## config.mk

```make
export PLATFORM = sky130hd
export DESIGN_NAME = mim_rd_rsp
export DESIGN_NICKNAME = d
export VERILOG_FILES = /design/src/rtl/mim_rd_rsp.sv
export SDC_FILE = /design/constraint.sdc
export NUM_CORES = 1
export LEC_CHECK = 0
export ABC_AREA = 1
export ABC_CLOCK_PERIOD_IN_PS = 3200
export CORE_MARGIN = 2
export CORE_UTILIZATION = 50
export DETAILED_ROUTE_END_ITERATION = 8
export PLACE_DENSITY = 0.84
export SLEW_MARGIN = 20
export SYNTH_ARGS = -nofsm -noshare
export SYNTH_HDL_FRONTEND = slang
export SYNTH_SLANG_ARGS = --single-unit
```

## constraint.sdc

```tcl
create_clock -name clk -period 3.2 [get_ports clk]
set_input_delay 0.96 -clock clk [delete_from_list [all_inputs] [get_ports clk]]
set_output_delay 0.96 -clock clk [all_outputs]
set_load 0.005 [all_outputs]
```

## src/rtl/mim_rd_rsp.sv

```systemverilog
// Memory read response path: credit-limited request acceptance, fixed-latency
// tag/valid pipeline alongside the memory, and an in-order response FIFO.
module mim_rd_rsp #(
    parameter int ADDR_W = 20,
    parameter int DATA_W = 64,
    parameter int TAG_W  = 8,
    parameter int RD_LAT = 2,
    parameter int DEPTH  = 4
) (
    input  logic                       clk,
    input  logic                       rst,
    input  logic                       rd_req_valid,
    output logic                       rd_req_ready,
    input  logic [ADDR_W-1:0]          rd_req_addr,
    input  logic [TAG_W-1:0]           rd_req_tag,
    output logic                       mem_rd_en,
    output logic [ADDR_W-1:0]          mem_rd_addr,
    input  logic [DATA_W-1:0]          mem_rd_data,
    output logic                       rd_rsp_valid,
    input  logic                       rd_rsp_ready,
    output logic [DATA_W-1:0]          rd_rsp_data,
    output logic [TAG_W-1:0]           rd_rsp_tag,
    output logic [$clog2(DEPTH+1)-1:0] outstanding
);

    localparam int CW = $clog2(DEPTH + 1);
    localparam int PW = (DEPTH > 1) ? $clog2(DEPTH) : 1;
    localparam logic [CW-1:0] DEPTH_C = CW'(DEPTH);
    localparam logic [PW-1:0] LAST_C  = PW'(DEPTH - 1);

    logic [CW-1:0]     cnt;
    logic [CW-1:0]     fifo_cnt;
    logic [PW-1:0]     wr_ptr;
    logic [PW-1:0]     rd_ptr;
    logic [DATA_W-1:0] fifo_data [DEPTH];
    logic [TAG_W-1:0]  fifo_tag  [DEPTH];
    logic              vld_p     [RD_LAT];
    logic [TAG_W-1:0]  tag_p     [RD_LAT];
    logic              accept;
    logic              retire;
    logic              wr_en;

    function automatic logic [PW-1:0] next_ptr(input logic [PW-1:0] ptr);
        return (ptr == LAST_C) ? '0 : ptr + 1'b1;
    endfunction

    // Credit gate: the FIFO can never hold more than DEPTH responses because
    // no more than DEPTH requests are ever in flight.
    assign rd_req_ready = !rst && (cnt < DEPTH_C);
    assign accept       = rd_req_valid && rd_req_ready;
    assign mem_rd_en    = accept;
    assign mem_rd_addr  = rd_req_addr;

    assign wr_en        = vld_p[RD_LAT-1];
    assign rd_rsp_valid = (fifo_cnt != '0);
    assign retire       = rd_rsp_valid && rd_rsp_ready;
    assign rd_rsp_data  = rd_rsp_valid ? fifo_data[rd_ptr] : '0;
    assign rd_rsp_tag   = rd_rsp_valid ? fifo_tag[rd_ptr]  : '0;
    assign outstanding  = cnt;

    always_ff @(posedge clk or posedge rst) begin
        if (rst) begin
            cnt      <= '0;
            fifo_cnt <= '0;
            wr_ptr   <= '0;
            rd_ptr   <= '0;
            for (int i = 0; i < RD_LAT; i++) vld_p[i] <= 1'b0;
        end else begin
            case ({accept, retire})
                2'b10:   cnt <= cnt + 1'b1;
                2'b01:   cnt <= cnt - 1'b1;
                default: cnt <= cnt;
            endcase
            case ({wr_en, retire})
                2'b10:   fifo_cnt <= fifo_cnt + 1'b1;
                2'b01:   fifo_cnt <= fifo_cnt - 1'b1;
                default: fifo_cnt <= fifo_cnt;
            endcase
            if (wr_en)  wr_ptr <= next_ptr(wr_ptr);
            if (retire) rd_ptr <= next_ptr(rd_ptr);
            // stage boundary: request accept -> memory latency stages
            vld_p[0] <= accept;
            for (int i = 1; i < RD_LAT; i++) vld_p[i] <= vld_p[i-1];
        end
    end

    // Tag and FIFO payload carry no reset; their valid bits are authoritative.
    always_ff @(posedge clk) begin
        tag_p[0] <= rd_req_tag;
        for (int i = 1; i < RD_LAT; i++) tag_p[i] <= tag_p[i-1];
        // stage boundary: last latency stage -> response FIFO
        if (wr_en) begin
            fifo_data[wr_ptr] <= mem_rd_data;
            fifo_tag[wr_ptr]  <= tag_p[RD_LAT-1];
        end
    end

endmodule

```

==> flow_summary.ini <==
[route]
viasPerCell = 5.03
routed-wl-met2_um = 14800
post_drt_wl_per_cell_um = 16.7
ant_nets = 0
vias = 8797
wl_met1_um = 11500
firstDrtPassIters = 5
totalWireLength_um = 29100
highest_layer = met5
wl_met3_um = 1960
drcViolationCount = 0
dr.first_iter.drc_count = 728

[hold_path]
worstHoldPathType = reg -> reg

[grt]
grt_use_total_pct = 20.1
antenna_found_initial = 1
first_global_vias = 8952
grt_overflow = 0
grt_max_degree = 89
grt_first_pass_wirelength_um = 45000

[synthesis]
ys.warnings.count = 0
synth-seq-area-share_pct = 69.7
syn-num-nets = 1357
synth-edff-count = 288
synth_area_per_cell_sq_um = 10.6
ys_top_cells_by_count = 310 x inv_1, 309 x nand2_1, 288 x edfxtp_1
synth_top_area_share_pct = 65.1
syn-cell-area_sq_um = 13300
synthTopCellsByArea = edfxtp_1 65%, inv_1 8.8%, nand2_1 8.7%, nand3_1 5.5%, a21oi_1 2.7%
synth_top_area_cell = edfxtp_1
syn_inst = 1252
yosysMostFrequentCell = inv_1
synth_ff_type = edfxtp_1
ys_seq_elements = 316
synth.distinct_cells = 19
async_reset_ff_share_pct = 3.80

[floorplanning]
coreArea_sq_um = 26100
dieArea_sq_um = 27900
initial_core_util_pct = 51.0
io_pins = 194
die_h_um = 167
dieWidth_um = 167
row_count = 59

[cts]
cts_num_sinks = 316
clk_pin_slew_ns = 0.06
clk_path_buf_depth = 3
cts_htree_levels = 1
cts-root-buf = clkbuf_16
cts_tree = built
clock_latency_ns = 0.55
holdBufCountCts = 0
numCtsBuffers = 31

[outcome]
status = complete, but fails checks
violations = negative setup slack

[sta]
rsz0062_at_grt = yes
final-setup-viol-count = 18
setup_ws_ns = -0.0772
worst_pin_slew_ns = 0.719
min_period_ns = 3.28
period_share_pct = 102
finalHoldViolations = 0
max_slew_margin_pct = 52.0
drv_slew = 0
fmax_mhz = 305
fin_worst_skew_ns = 0.0156

[setup_path]
cp.arrival_ns = 2.32
critPathMaxStageDelay_ns = 0.55
cp_slowest_cell = dfrtp_4
cp-start-kind = register
cpLargestDelayFamily = buffers and inverters
cp_data_required_time_ns = 2.24
crit_buf_inv = 2
path_max_fanout = 74
critPathKind = reg -> out
endpoint_kind = output pin
path_cells = buf_12 > nand2_1 > nand3_1 > a21oi_1 > clkdlybuf4s50_1

[placement]
post-place-cells = 1683
io_buffers = 153
place_congestion = 0.722
dpl.hpwl_um = 16100

[power_and_ir_drop]
vdd_drop_max_uv = 550
p_per_area_nw_per_um2 = 850
p_leak_nw = 7.42
p_total_mw = 14.0

[cells_and_area]
synthToLayoutAreaGrowth_pct = 23.6
final-instance-count-excl-fill = 1748
drive_gt1_share_pct = 7.08
final_nets = 1495
n_fill_cell = 1940

[job]
cap_violations = 0
==> metal layers <==
metal,global-route usage [%],vias to the layer above
met4,7.12,2
met3,3.14,70
met2,36.0,333
li1,-,4221
met5,0,-
met1,24.7,4171
==> power breakdown <==
group / leakage [nW] / switching (mW) / internal, mW / total, mW
Clock: 0.473 / 1.45 / 1.97 / 3.42
Sequential: 2.89 / 0.164 / 4.93 / 5.09
Combinational: 4.06 / 2.96 / 2.49 / 5.46
Total: 7.42 / 4.57 / 9.39 / 14.0
==> path summary, 6_finish.rpt <==
| check | from | endpoint | slack, ns | depth (start not counted) |
|---|---|---|---|---|
| worst max-delay path | rd_ptr[0] | rd_rsp_data[36] | -0.08 | 5 |
| worst min-delay path | tag_p[0][5] | tag_p[0][13] | 0.32 | 0 |
| worst max register to register | wr_ptr[0] | fifo_data[2][23] | 1.11 | 5 |
| worst min register to register | tag_p[0][5] | tag_p[0][13] | 0.32 | 0 |
| max in group asynchronous | rst | rd_ptr[0] | 2.37 | 2 |
| min in group asynchronous | rst | vld_p[1] | 0.47 | 2 |
==> worst reg2reg max path, delay by kind of cell (launching register included) <==
kind	cells	cell delay, ns
and+or+nand+nor	1	0.08
buffers and inverters	3	1.08
adders and majority gates	1	0.19
DFF	1	0.41
==> registers in the layout, indices dropped and copies added (netlist names) <==
signal	count
rd_ptr	2
wr_ptr	2
fifo_tag	32
wr_en	1
fifo_cnt	3
tag_p	16
fifo_data	256
vld_p	1
outstanding	3
==> stage by stage <==
step | area, sq um | setup WS (ns) | hold slack, ns | setup TNS (ns) | utilization [%]
floorplan | 13300 | 0.698 | 0.310 | 0 | -
global placement | 15100 | 0.0538 | 0.310 | 0 | 57.9
detailed placement | 15100 | 0.0436 | 0.315 | 0 | 57.9
CTS | 16100 | -0.128 | 0.326 | -6.03 | 62.0
global route | 16400 | -0.169 | 0.336 | -4.28 | 63.0
finish | 16400 | -0.0772 | 0.323 | -0.612 | 63.1
==> cell families after synthesis <==
logic type,Yosys count,share of synthesized area [%]
xor+xnor,2,0.132
flops,316,69.7
fa+ha+maj,9,0.960
compound gates,78,2.94
simple gates,460,14.4
buf+inv,387,11.8
==> final cells by class <==
cell class / count / area [sq um] / area share, %
repair buffers: 179 / 2050 / 12.5
clock buffers: 37 / 818 / 4.98
flip-flops and latches: 316 / 9280 / 56.5
multi-input cells: 549 / 2530 / 15.4
clock inverters: 18 / 145 / 0.883
well taps: 335 / 419 / 2.55
diodes: 1 / 2.50 / 0.0152
inverters: 313 / 1190 / 7.27
==> cells in the final DEF (no fill, tap or decap), types with 2 or more instances in the layout <==
cell type        Yosys  routed
a21oi_1             73      54
nand2_1            309     309
clkbuf_8             0       2
clkdlybuf4s50_1      0     117
clkbuf_16            0      34
buf_16               0       5
a21oi_2              0      19
dfrtp_1             12      10
buf_4               20      11
buf_12               0       6
inv_6                0       2
fa_1                 2       2
dfxtp_1             16      16
nand4_1              2       2
dlymetal6s2s_1       0      36
xnor2_1              2       2
clkbuf_1            18       4
bufinv_16            0       2
clkinv_2             0       9
nand3_1            147     147
ha_1                 7       7
inv_1              310     306
clkinv_1             0       7
dfrtp_4              0       2
o21ai_0              5       5
edfxtp_1           288     288
==> what timing repair did <==
item,in CTS,in global routing
setup buffers,3,2
pin swaps,0,3
gates cloned,1,3
gates resized for setup,13,60
endpoints found under the setup margin,72,73
Power figures use the tool's default switching activity.
